<file path="config.mk">
export PLATFORM = sky130hd
export DESIGN_NAME = zzdl_rsp_tx_flat
export DESIGN_NICKNAME = d
export VERILOG_FILES = /design/src/rtl/zzdl_rsp_tx_if.sv /design/src/rtl/zzdl_rsp_tx.sv /design/src/flat_wrapper.sv
export SDC_FILE = /design/constraint.sdc
export NUM_CORES = 1
export LEC_CHECK = 0
export ABC_AREA = 1
export CAP_MARGIN = 20
export CORE_UTILIZATION = 40
export CTS_BUF_LIST = sky130_fd_sc_hd__clkbuf_2
export CTS_CLUSTER_DIAMETER = 40
export DETAILED_ROUTE_END_ITERATION = 8
export HOLD_SLACK_MARGIN = 0.12
export PLACE_DENSITY = 0.67
export SKIP_CTS_REPAIR_TIMING = 1
export SYNTH_ARGS = -nofsm -noshare
export SYNTH_HDL_FRONTEND = slang
export SYNTH_SLANG_ARGS = --single-unit
</file>
<file path="constraint.sdc">
create_clock -name clk -period 5.9 [get_ports clk]
set_input_delay 1.18 -clock clk [delete_from_list [all_inputs] [get_ports clk]]
set_output_delay 1.18 -clock clk [all_outputs]
set_load 0.05 [all_outputs]
</file>
<file path="src/rtl/zzdl_rsp_tx_if.sv">
// Handshake bundle between zzdl (push side), zzdl_rsp_tx and sj (valid/ready side).
// The zzdl__sj__par signal exists only when ZZDL_RSP_PARITY_EN is defined.
interface zzdl_rsp_tx_if #(
  parameter int DW = 16,
  parameter int TW = 4
);
  logic          zzdl__rsp__vld;
  logic [DW-1:0] zzdl__rsp__data;
  logic          zzdl__rsp__rdy;
  logic          zzdl__sj__vld;
  logic [DW-1:0] zzdl__sj__data;
  logic [TW-1:0] zzdl__sj__tag;
  logic          sj__zzdl__rdy;
`ifdef ZZDL_RSP_PARITY_EN
  logic          zzdl__sj__par;

  modport master (
    input  zzdl__rsp__vld, zzdl__rsp__data, sj__zzdl__rdy,
    output zzdl__rsp__rdy, zzdl__sj__vld, zzdl__sj__data, zzdl__sj__tag, zzdl__sj__par
  );
  modport slave (
    output zzdl__rsp__vld, zzdl__rsp__data, sj__zzdl__rdy,
    input  zzdl__rsp__rdy, zzdl__sj__vld, zzdl__sj__data, zzdl__sj__tag, zzdl__sj__par
  );
`else
  modport master (
    input  zzdl__rsp__vld, zzdl__rsp__data, sj__zzdl__rdy,
    output zzdl__rsp__rdy, zzdl__sj__vld, zzdl__sj__data, zzdl__sj__tag
  );
  modport slave (
    output zzdl__rsp__vld, zzdl__rsp__data, sj__zzdl__rdy,
    input  zzdl__rsp__rdy, zzdl__sj__vld, zzdl__sj__data, zzdl__sj__tag
  );
`endif
endinterface

</file>
<file path="src/rtl/zzdl_rsp_tx.sv">
// zzdl -> sj result return path: small FIFO, wrapping sequence tag, registered head.
// Optional per-entry even parity output when ZZDL_RSP_PARITY_EN is defined.
module zzdl_rsp_tx #(
  parameter int DW    = 16,
  parameter int DEPTH = 4,
  parameter int TW    = 4
) (
  input  logic                     clk,
  input  logic                     rst,
  zzdl_rsp_tx_if.master            bus,
  output logic [$clog2(DEPTH):0]   rsp_cnt,
  output logic                     rsp_ovf,
  input  logic                     rsp_ovf_clr
);
  localparam int AW = $clog2(DEPTH);
  localparam int CW = AW + 1;

  logic [DW-1:0] mem_data_q [DEPTH];
  logic [TW-1:0] mem_tag_q  [DEPTH];

  logic [AW-1:0] wr_ptr_q, wr_ptr_d, rd_ptr_q, rd_ptr_d, rd_nxt;
  logic [CW-1:0] cnt_q, cnt_d;
  logic [TW-1:0] tag_ctr_q, tag_ctr_d;
  logic          ovf_q, ovf_d;
  logic          vld_q, vld_d;
  logic          rdy_q, rdy_d;
  logic [DW-1:0] data_q, data_d;
  logic [TW-1:0] tag_q, tag_d;
  logic          full, push, pop, drop;
`ifdef ZZDL_RSP_PARITY_EN
  logic          mem_par_q [DEPTH];
  logic          par_q, par_d, push_par;

  assign push_par = ^{tag_ctr_q, bus.zzdl__rsp__data};
`endif

  always_comb begin
    full      = (cnt_q == CW'(DEPTH));
    push      = bus.zzdl__rsp__vld && !full;
    drop      = bus.zzdl__rsp__vld && full;
    pop       = vld_q && bus.sj__zzdl__rdy;
    rd_nxt    = rd_ptr_q + AW'(1);
    wr_ptr_d  = wr_ptr_q;
    rd_ptr_d  = rd_ptr_q;
    tag_ctr_d = tag_ctr_q;
    ovf_d     = ovf_q;
    data_d    = data_q;
    tag_d     = tag_q;
`ifdef ZZDL_RSP_PARITY_EN
    par_d     = par_q;
`endif
    if (push) begin
      wr_ptr_d  = wr_ptr_q + AW'(1);
      tag_ctr_d = tag_ctr_q + TW'(1);
    end
    if (pop) rd_ptr_d = rd_nxt;
    cnt_d = cnt_q + CW'(push) - CW'(pop);
    // Set wins over clear when a push is dropped in the same cycle.
    if (drop)             ovf_d = 1'b1;
    else if (rsp_ovf_clr) ovf_d = 1'b0;
    // Head register follows the next stored entry, or the incoming one when the FIFO drains to it.
    if (pop && cnt_q > CW'(1)) begin
      data_d = mem_data_q[rd_nxt];
      tag_d  = mem_tag_q[rd_nxt];
`ifdef ZZDL_RSP_PARITY_EN
      par_d  = mem_par_q[rd_nxt];
`endif
    end else if (push && (cnt_q == CW'(0) || (pop && cnt_q == CW'(1)))) begin
      data_d = bus.zzdl__rsp__data;
      tag_d  = tag_ctr_q;
`ifdef ZZDL_RSP_PARITY_EN
      par_d  = push_par;
`endif
    end
    vld_d = (cnt_d != CW'(0));
    rdy_d = (cnt_d != CW'(DEPTH));
  end

  always_ff @(posedge clk) begin
    if (rst) begin
      wr_ptr_q  <= '0;
      rd_ptr_q  <= '0;
      cnt_q     <= '0;
      tag_ctr_q <= '0;
      ovf_q     <= 1'b0;
      vld_q     <= 1'b0;
      rdy_q     <= 1'b1;
      data_q    <= '0;
      tag_q     <= '0;
`ifdef ZZDL_RSP_PARITY_EN
      par_q     <= 1'b0;
`endif
    end else begin
      wr_ptr_q  <= wr_ptr_d;
      rd_ptr_q  <= rd_ptr_d;
      cnt_q     <= cnt_d;
      tag_ctr_q <= tag_ctr_d;
      ovf_q     <= ovf_d;
      vld_q     <= vld_d;
      rdy_q     <= rdy_d;
      data_q    <= data_d;
      tag_q     <= tag_d;
`ifdef ZZDL_RSP_PARITY_EN
      par_q     <= par_d;
`endif
    end
  end

  always_ff @(posedge clk) begin
    if (push) begin
      mem_data_q[wr_ptr_q] <= bus.zzdl__rsp__data;
      mem_tag_q[wr_ptr_q]  <= tag_ctr_q;
`ifdef ZZDL_RSP_PARITY_EN
      mem_par_q[wr_ptr_q]  <= push_par;
`endif
    end
  end

  assign bus.zzdl__rsp__rdy = rdy_q;
  assign bus.zzdl__sj__vld  = vld_q;
  assign bus.zzdl__sj__data = data_q;
  assign bus.zzdl__sj__tag  = tag_q;
`ifdef ZZDL_RSP_PARITY_EN
  assign bus.zzdl__sj__par  = par_q;
`endif
  assign rsp_cnt = cnt_q;
  assign rsp_ovf = ovf_q;
endmodule

</file>
<file path="src/flat_wrapper.sv">
// flat-port wrapper written by rule: the top's interface ports become plain ports
module zzdl_rsp_tx_flat 
#(
  parameter int DW    = 16,
  parameter int DEPTH = 4,
  parameter int TW    = 4
)
  (clk, rst, rsp_cnt, rsp_ovf, rsp_ovf_clr, bus_zzdl__rsp__vld, bus_zzdl__rsp__data, bus_sj__zzdl__rdy, bus_zzdl__rsp__rdy, bus_zzdl__sj__vld, bus_zzdl__sj__data, bus_zzdl__sj__tag);
  zzdl_rsp_tx_if #(.DW(DW), .TW(TW)) bus_i ();
  input  logic clk;
  input  logic rst;
  output logic [$clog2(DEPTH):0] rsp_cnt;
  output logic rsp_ovf;
  input  logic rsp_ovf_clr;
  input wire logic [$bits(bus_i.zzdl__rsp__vld)-1:0] bus_zzdl__rsp__vld;
  input wire logic [$bits(bus_i.zzdl__rsp__data)-1:0] bus_zzdl__rsp__data;
  input wire logic [$bits(bus_i.sj__zzdl__rdy)-1:0] bus_sj__zzdl__rdy;
  output wire logic [$bits(bus_i.zzdl__rsp__rdy)-1:0] bus_zzdl__rsp__rdy;
  output wire logic [$bits(bus_i.zzdl__sj__vld)-1:0] bus_zzdl__sj__vld;
  output wire logic [$bits(bus_i.zzdl__sj__data)-1:0] bus_zzdl__sj__data;
  output wire logic [$bits(bus_i.zzdl__sj__tag)-1:0] bus_zzdl__sj__tag;
  assign bus_i.zzdl__rsp__vld = bus_zzdl__rsp__vld;
  assign bus_i.zzdl__rsp__data = bus_zzdl__rsp__data;
  assign bus_i.sj__zzdl__rdy = bus_sj__zzdl__rdy;
  assign bus_zzdl__rsp__rdy = bus_i.zzdl__rsp__rdy;
  assign bus_zzdl__sj__vld = bus_i.zzdl__sj__vld;
  assign bus_zzdl__sj__data = bus_i.zzdl__sj__data;
  assign bus_zzdl__sj__tag = bus_i.zzdl__sj__tag;
  zzdl_rsp_tx #(.DW(DW), .DEPTH(DEPTH), .TW(TW)) u_core (.clk(clk), .rst(rst), .bus(bus_i), .rsp_cnt(rsp_cnt), .rsp_ovf(rsp_ovf), .rsp_ovf_clr(rsp_ovf_clr));
endmodule
</file>
==> results of run 1 <==
==> power by group through the flow <==
stage | clock [W] | combinational [W] | sequential, W
finish | 0.000552 | 0.00103 | 0.00109
floorplan | 0 | 0.000506 | 0.00133
global route | 0.000595 | 0.00113 | 0.00110
global placement | 0 | 0.00101 | 0.00110
CTS | 0.000560 | 0.00104 | 0.00109
detailed placement | 0 | 0.00103 | 0.00111
==> kinds of logic (layout without fill, tap and decap cells) <==
| kind of cell | count (synthesis) | in the layout | share of synthesized area (%) |
|---|---|---|---|
| flip-flops | 114 | 114 | 64.4 |
| XOR/XNOR | 1 | 1 | 0.183 |
| adder cells (fa/ha/maj) | 10 | 10 | 2.77 |
| buffers and inverters | 49 | 113 | 4.65 |
| AO/OA/AOI/OAI | 40 | 40 | 4.57 |
| AND/OR/NAND/NOR | 270 | 270 | 23.4 |
==> path summary, 6_finish.rpt <==
path	slack, ps	depth (start not counted)	endpoint	from
hold / removal	480	2	u_core.rsp_ovf$_SDFFE_PP0P_	u_core.rsp_ovf$_SDFFE_PP0P_
setup reg to reg	3580	8	u_core.bus.zzdl__sj__data[13]$_SDFFE_PP0P_	u_core.rd_ptr_q[1]$_SDFFE_PP0P_
hold reg to reg	480	2	u_core.rsp_ovf$_SDFFE_PP0P_	u_core.rsp_ovf$_SDFFE_PP0P_
setup / recovery	2720	1	rsp_cnt[0]	u_core.rsp_cnt[0]$_SDFF_PP0_
==> sequential cells by signal, summed over array words and instances (netlist names), 2 cells and up <==
name / flops
u_core.rd_ptr_q: 2
u_core.bus.zzdl__sj__tag: 4
u_core.mem_tag_q: 16
u_core.bus.zzdl__sj__data: 16
u_core.tag_ctr_q: 4
u_core.rsp_cnt: 3
u_core.wr_ptr_q: 2
u_core.mem_data_q: 64
==> worst register-to-register path, delay by kind of cell (launching register included) <==
family          cells  cell delay, ps
buf+inv             2             660
flops               1             540
compound gates      1             150
simple gates        5             900
==> through the flow <==
stage	hold WS (ps)	setup slack [ps]	cell area, um2	power, W
after floorplan	482	3230	4790	0.00184
after global placement	456	2770	5360	0.00212
after detailed placement	458	2740	5360	0.00214
after CTS	480	2660	5630	0.00269
after global routing	519	2600	5630	0.00282
final	476	2720	5630	0.00266
==> per-layer routing <==
metal  global-route usage [%]  wire length (um)  vias to the layer above
met3                     4.90               758                       10
met4                     6.67               114                        0
met1                     22.0              4340                     1577
met5                        0                 0                        -
met2                     30.6              5280                       94
li1                         -                 -                     1704
==> final cells by class <==
cell class                 instances  share of cell area (%)
clock buffer                      17                    1.51
clock inverter                    15                    3.25
inverter                          28                    1.87
multi-input combinational        321                    26.3
sequential                       114                    54.8
tap                              143                    3.18
timing repair buffer              53                    9.11
==> cells in the final DEF (no fill, tap or decap), types with 17 or more instances in the layout <==
cell type        count
clkdlybuf4s50_1     46
clkbuf_2            17
inv_1               23
dfxtp_1             34
nand3_1             42
o21ai_0             19
nor2_1              48
edfxtp_1            80
nand2_1            169
==> synthesized netlist by cell type <==
library cell    n  area [um2]
nand3_4         1        17.5
buf_2          16        80.1
dfxtp_1        34         681
o21ai_1         9        45.0
inv_2           5        18.8
buf_8           1        15.0
ha_1            9         113
nor2_1         48         180
nand3_1        42         210
buf_6           1        11.3
inv_1          23        86.3
nand2_2         2        12.5
nor2_4          1        11.3
fa_1            1        20.0
nand2_1       169         634
nand4_1         1        6.26
nand3_2         2        20.0
xor2_1          1        8.76
a21oi_1         9        45.0
o21ai_4         1        16.3
nand2_4         1        11.3
o21ai_0        19        95.1
clkbuf_1        3        11.3
nor3_1          1        5.00
nor2_2          2        12.5
a21oi_2         2        17.5
edfxtp_1       80        2400
==> results.md, run 1 <==
* Number of synthesized register bits at 114
* Htree depth at 4
* CTS Buf Count at 17
* Die Y at 111 um
* Crit path buf inv count at 1
* Final setup fails at 0
* Worst-path clk slew at 180 ps
* Vias per cell at 4.90
* Worst EP required at around 4700 ps
* Finished Layout Cells at 691
* Dpl hpwl at 6140 um
* Leakage at 2.26 nW
* Worst Tran Pin Value at slightly below 800 ps
* Violated checks: DRC
* Sw frac at 41.7%
* Starting density of the core at 41.6%
* Die area at 12400 um2
* Layout area overhead at 17.6%
* Peak supply drop at about 0.16 mV
* Syn Inst Count at 484
* Die X at 111 um
* Drt initial violations at 122
* Site row count at 39
* Tmin final at 3180 ps
* Worst Hold Class: reg -> reg
* Max Clk Rate at between 0.3 and 0.4 GHz
* Nets@finish at 566
* N_diodes at 0
* DP Cell Count at 659
* Slew margin rel. at 48.7%
* TritonCTS clock tree: built
* WL per Instance at 15.2 um
* CTS max path bufs at 2
* FF/Latch Area at about 3100 um2
* Vias in the first global route at around 3.4k
* CP top delay family: buffers and inverters
* Total track usage at about 18%
* DRC viols at 4
* Critical Path Max Stage Delay at 850 ps
* Global-route wire length before repair at approximately 17000 um
* Total grt overflow at 0
* Fillers at 1047
* # port buffers at 46
* RSZ-0062 raised after global routing: false
* Initial antenna violation count at 0
* Clk_skew at 25.1 ps
* Yosys cell types at 27
* Combinational share of power at 38.6%
* Final TNS setup at 0 ps
* Vias post-DR at 3385
* Routed wire length at 10500 um
* CP max stage cell: clkdlybuf4s50_1
* GPL Wtd Cong at 0.770
* I/O pin count at 47
* Crit. End Element: output port
* First drt pass iteration count at 6
* Fin util at slightly below 50%
* Multi-input gate area at 1480 um2
* Psw at between 0.001 and 0.0015 W
* Final period utilization at between 50% and 60%
* Sequential share of the synthesized area at 64.4%
* Root Driver: clkbuf_2
* Core area at 11500 um2
* Final hold viol count at 0
* Clock Latency Late Sink at ~650 ps
* Antenna Violating Nets Remaining at 0
* Critical path class: reg -> out
* Crit path DAT at 2000 ps
* Internal power at 0.00155 W
* Max Cap Violations at 0
* Max Slew Vio Count at 0
* Status: finished with violations
* Power share of the sequential group at around two fifths
* Startpoint Class: register
* CP max FO at 7
* Layout cells sized above 1 at between 10 and 15%
* PD cells at 473 nW/um2
* Yosys warns at 0
* Clock network fraction of total power at 20.7%
* # clock sinks at approximately 110
* Largest net degree at the start of global routing at 27
* Synth Area per Inst at 9.89 um2
* Synth Cell Area at 4790 um2
* Synthesized Nets at 515
* CP Cell Sequence: clkdlybuf4s50_1
Power figures use the tool's default switching activity.
==> run 2, diff against run 1 <==
Settings changed: PLACE_DENSITY 0.67 to 0.7.
Clock period 5.9 ns to 2.6 ns, I/O delays scaled along.
==> results.md, run 2 (synthesis gave the netlist of run 1 again) <==
* Layout area overhead at 19.7%
* Max reg flops at 64 (unchanged)
* N_diodes at 0 (unchanged)
* Global-route wire length before repair at 16800 um (-0.41%)
* Final hold viol count at 0 (unchanged)
* Final period utilization at 96.1%
* Max Cap Violations at 0 (unchanged)
* Biggest register: u_core.mem_data_q
* Power share of the sequential group at 39.4% (-1.3 points)
* Routed wire length at 10500 um (-0.40%)
* First drt pass iteration count at 7 (+1)
* Die X at 111 um (unchanged)
* Starting density of the core at 41.6% (unchanged)
* Crit path buf inv count at 1 (unchanged)
* I/O pin count at 47 (unchanged)
* Worst-path clk slew at 160 ps (-20 ps)
* CP top delay family: buffers and inverters
* Vias post-DR at 3490 (+3.1%)
* Root Driver: clkbuf_2
* # clock sinks at 114 (unchanged)
* Dpl hpwl at 6320 um (+2.9%)
* Site row count at 39 (unchanged)
* Pre-CTS setup slack at 140 ps (-2600 ps)
* CP max FO at 5 (-2)
* Clock Latency Late Sink at 690 ps (+40 ps)
* Fillers at 1031 (-1.5%)
* # port buffers at 46 (unchanged)
* Slew margin rel. at 64.4% (+16 points)
* Peak supply drop at 0.338 mV (+110%)
* CP Cell Sequence: clkdlybuf4s50_1
* Combinational share of power at 38.7% (about the same)
* Critical path class: reg -> out
* Antenna Violating Nets Remaining at 0 (unchanged)
* RSZ-0062 raised after global routing: false
* Startpoint Class: register
* Layout cells sized above 1 at 11.5% (+1.3 points)
* Core area at 11500 um2 (unchanged)
* Critical Path Max Stage Delay at 840 ps (about the same)
* CTS Buf Count at 17 (unchanged)
* Total track usage at 17.9% (-0.060 points)
* DRC viols at 6 (+2)
* Violated checks: DRC
* Worst Hold Class: in -> reg
* Vias per cell at 4.99 (+1.9%)
* Max Clk Rate at about 0.4 GHz
* Psw at 0.00254 W (+130%)
* Crit. End Element: output port
* Max Slew Vio Count at 0 (unchanged)
* Total grt overflow at 0 (unchanged)
* Worst EP required at 2080 ps (-2640 ps)
* Most common cell after layout, fill and taps aside: nand2_1
* Status: finished with violations
* Total power at 0.00622 W (+130%)
* Die area at 12400 um2 (unchanged)
* TritonCTS clock tree: built
* Sw frac at 40.8% (-0.90 points)
* Final setup margin at 101 ps (-2620 ps)
* Largest net degree at the start of global routing at 27 (unchanged)
* Fin util at 49.8% (+0.88 points)
* Drt initial violations at 264 (+120%)
* Clock network fraction of total power at 21.9% (+1.2 points)
* Final setup fails at 0 (unchanged)
* Vias in the first global route at 3377 (-0.089%)
* Internal power at 0.00368 W (+140%)
* CTS max path bufs at 2 (unchanged)
* Worst Tran Pin Value at 534 ps (-236 ps)
* Hold slack at 459 ps (-17.2 ps)
* Die Y at 111 um (unchanged)
* WL per Instance at 15.0 um (-1.5%)
* GPL Wtd Cong at 0.720 (-6.4%)
* Initial antenna violation count at 0 (unchanged)
* PD cells at 1090 nW/um2 (+130%)
* Nets@finish at 574 (+1.4%)
* CP max stage cell: clkdlybuf4s50_1
* Tmin final at 2500 ps
* Htree depth at 4 (unchanged)
* Leakage at 2.35 nW (+3.9%)
* Final TNS setup at 0 ps (unchanged)
* Crit path DAT at 1980 ps (-20 ps)
* Clk_skew at 19.6 ps (-5.54 ps)
* Highest-count cells in the layout ignoring fill and taps: nand2_1 (169), edfxtp_1 (80), nor2_1 (48)
run 2: changes by cell type in the layout (fill, tap and decap cells not counted), moves of 2 or more:
cell             delta
buf_4               +7
clkdlybuf4s50_1     -2
clkinvlp_4          -2
dlymetal6s2s_1      +2
run 2: final cells by class:
cell class                 count  area (um2)  share of cell area (%)
multi-input combinational    321        1480                    25.9
inverter                      28         105                    1.83
timing repair buffer          61         591                    10.3
tap                          143         179                    3.12
sequential                   114        3080                    53.8
clock buffer                  17        85.1                    1.48
clock inverter                15         206                    3.60
run 2: worst register-to-register path, stage by stage (launching register included):
cell     delay, ps
dfxtp_1        510
inv_1           80
ha_1           290
inv_1           40
ha_1           180
fa_1           370
xor2_1         180
nor2_1         120
nand2_1         60
run 2: metrics by stage:
stage                     std cells  instance area [um2]
final                           699                 5730
after global routing            699                 5730
after CTS                       699                 5730
after detailed placement        667                 5430
after global placement          667                 5430
after floorplan                 484                 4790
run 2: power by group through the flow:
| stage | clock network (W) | logic (W) | registers, W |
|---|---|---|---|
| floorplan | 0 | 0.00115 | 0.00302 |
| global placement | 0 | 0.00237 | 0.00248 |
| detailed placement | 0 | 0.00242 | 0.00249 |
| CTS | 0.00138 | 0.00242 | 0.00245 |
| global route | 0.00146 | 0.00262 | 0.00248 |
| finish | 0.00136 | 0.00240 | 0.00245 |
run 2: final timing paths:
path / startpoint / endpoint / slack [ps] / cells after the start
setup / recovery: u_core.rsp_cnt[1]$_SDFF_PP0_ / rsp_cnt[1] / 100 / 1
hold / removal: rsp_ovf_clr / u_core.rsp_ovf$_SDFFE_PP0P_ / 460 / 4
setup reg to reg: u_core.rsp_cnt[0]$_SDFF_PP0_ / u_core.bus.zzdl__rsp__rdy$_SDFF_PP1_ / 670 / 8
hold reg to reg: u_core.rsp_ovf$_SDFFE_PP0P_ / u_core.rsp_ovf$_SDFFE_PP0P_ / 490 / 2
run 2: routing by layer:
metal | up-vias | wire length [um] | GRT usage (%) | part of all wire (%)
li1 | 1718 | - | - | -
met1 | 1662 | 4330 | 21.0 | 41
met2 | 95 | 5380 | 30.8 | 51
met3 | 15 | 540 | 4.52 | 5.2
met4 | 0 | 201 | 8.92 | 1.9
met5 | - | 0 | 0 | 0
==> run 3, diff against run 2 <==
Settings changed: CTS_BUF_LIST sky130_fd_sc_hd__clkbuf_2 to sky130_fd_sc_hd__clkbuf_2 sky130_fd_sc_hd__clkbuf_4 sky130_fd_sc_hd__clkbuf_8.
==> results.md, run 3 (synthesis gave the netlist of run 1 again) <==
* Die Y at 111 um (unchanged)
* Vias in the first global route at 3395 (+0.53%)
* Die area at 12400 um2 (unchanged)
* Crit path depth at 1 (unchanged)
* Worst EP required at 2080 ps (about the same)
* Layout area overhead at 22.7%
* Routed wire length at 10600 um (+1.6%)
* Max Slew Vio Count at 0 (unchanged)
* N_diodes at 0 (unchanged)
* Pre-CTS setup slack at 140 ps (unchanged)
* R2R Setup Slk at 670 ps (about the same)
* CTS max path bufs at 2 (unchanged)
* Total grt overflow at 0 (unchanged)
* Htree depth at 4 (unchanged)
* Vias post-DR at 3515 (+0.72%)
* Site row count at 39 (unchanged)
* Crit path buf inv count at 1 (unchanged)
* Layout cells sized above 1 at 11.5% (unchanged)
* Biggest register: u_core.mem_data_q
* Crit path to: rsp_cnt[0]
* Tmin final at 2300 ps (-203 ps)
* # port buffers at 46 (unchanged)
* Most common cell after layout, fill and taps aside: nand2_1
* Startpoint Class: register
* Final setup margin at 304 ps (+203 ps)
* PD cells at 1140 nW/um2 (+4.9%)
* Total power at 0.00669 W (+7.5%)
* Finished Layout Cells at 699 (unchanged)
* CP top delay family: buffers and inverters
* Critical R2R Launch: u_core.rsp_cnt[0]$_SDFF_PP0_
* # clock sinks at 114 (unchanged)
* Vias per cell at 5.03 (+0.72%)
* Global-route wire length before repair at 17000 um (+0.98%)
* Highest-count cells in the layout ignoring fill and taps: nand2_1 (169), edfxtp_1 (80), nor2_1 (48)
* Die X at 111 um (unchanged)
* GPL Wtd Cong at 0.720 (unchanged)
* Final setup fails at 0 (unchanged)
* Final hold viol count at 0 (unchanged)
* Largest net degree at the start of global routing at 27 (unchanged)
* Critical path class: reg -> out
* Worst R2R Path Depth at 8 (unchanged)
* Clk_skew at 6.86 ps (-12.7 ps)
* Clock Latency Late Sink at 440 ps (-250 ps)
* Dpl hpwl at 6320 um (unchanged)
* I/O pin count at 47 (unchanged)
* CTS Buf Count at 17 (unchanged)
* Critical Path Max Stage Delay at 860 ps (+20 ps)
* Worst Tran Pin Value at 510 ps (-23.5 ps)
* Final TNS setup at 0 ps (unchanged)
* DP Cell Count at 667 (unchanged)
* TritonCTS clock tree: built
* Core area at 11500 um2 (unchanged)
* Nets@finish at 574 (unchanged)
* Initial antenna violation count at 0 (unchanged)
* Max Cap Violations at 0 (unchanged)
* Antenna Violating Nets Remaining at 0 (unchanged)
* Crit. End Element: output port
* CP max FO at 7 (+2)
* Max reg flops at 64 (unchanged)
* Total track usage at 18.2% (+0.21 points)
* Starting density of the core at 41.6% (unchanged)
* Violated checks: DRC
* CP Cell Sequence: clkdlybuf4s50_1
* Root Driver: clkbuf_8
* DRC viols at 6 (unchanged)
* Peak supply drop at 0.346 mV (+2.3%)
* WL per Instance at 15.2 um (+1.6%)
* Worst-path clk slew at 70 ps (-90 ps)
* Slew margin rel. at 65.9% (+1.6 points)
* CP Launch Point: u_core.rsp_cnt[0]$_SDFF_PP0_
* Leakage at 2.37 nW (+0.96%)
* Max Clk Rate at 0.436 GHz (+8.8%)
* Min-delay src: u_core.rsp_ovf$_SDFFE_PP0P_
* Final period utilization at 88.3% (-7.8 points)
* Critical R2R Capture: u_core.bus.zzdl__rsp__rdy$_SDFF_PP1_
* Drt initial violations at 305 (+16%)
* Worst Hold Class: reg -> reg
* Status: finished with violations
* RSZ-0062 raised after global routing: false
* CP max stage cell: clkdlybuf4s50_1
* First drt pass iteration count at 7 (unchanged)
* Crit path DAT at 1780 ps (-200 ps)
run 3: worst min-delay path by stage:
| stage | slack [ps] | cells after the start | to |
|---|---|---|---|
| after floorplan | 480 | 0 | u_core.mem_tag_q[0][3]$_DFFE_PP_ |
| after global placement | 460 | 2 | u_core.rsp_ovf$_SDFFE_PP0P_ |
| after detailed placement | 470 | 2 | u_core.rsp_ovf$_SDFFE_PP0P_ |
| after CTS | 480 | 2 | u_core.rsp_ovf$_SDFFE_PP0P_ |
| after global routing | 520 | 2 | u_core.rsp_ovf$_SDFFE_PP0P_ |
| final | 470 | 2 | u_core.rsp_ovf$_SDFFE_PP0P_ |
run 3: metrics by stage:
stage	util (%)	hold WS (ps)	area (um2)
2_1_floorplan	-	482	4790
3_3_place_gp	47.2	455	5430
3_5_place_dp	47.2	467	5430
4_1_cts	51.0	479	5870
5_1_grt	51.0	519	5870
6_report	51.0	475	5870
run 3: metal layers:
metal | track usage (%) | share of wire (%) | up-vias
met5 | 0 | 0 | -
met4 | 7.21 | 1.7 | 0
met3 | 5.72 | 3.8 | 15
met2 | 31.0 | 52 | 77
met1 | 21.3 | 43 | 1709
li1 | - | - | 1714
run 3: cell type report:
| type | count | area [um2] |
|---|---|---|
| inverters | 28 | 105 |
| well taps | 143 | 179 |
| clock buffers | 17 | 234 |
| repair buffers | 61 | 586 |
| fillers | 1013 | 5640 |
| multi-input cells | 321 | 1480 |
| clock inverters | 15 | 206 |
| flip-flops and latches | 114 | 3080 |
run 3: worst register-to-register path, cell delays in order, from the launching register on:
cell     delay [ps]
dfxtp_1         480
inv_1            80
ha_1            290
inv_1            40
ha_1            180
fa_1            380
xor2_1          190
nor2_1          120
nand2_1          60
run 3: where the power goes:
part / leakage (nW) / switching (W) / internal [W]
logic: 1.14 / 0.00165 / 0.000767
registers: 1.02 / 0.000179 / 0.00227
clock network: 0.217 / 0.000763 / 0.00105
total: 2.37 / 0.00259 / 0.00410
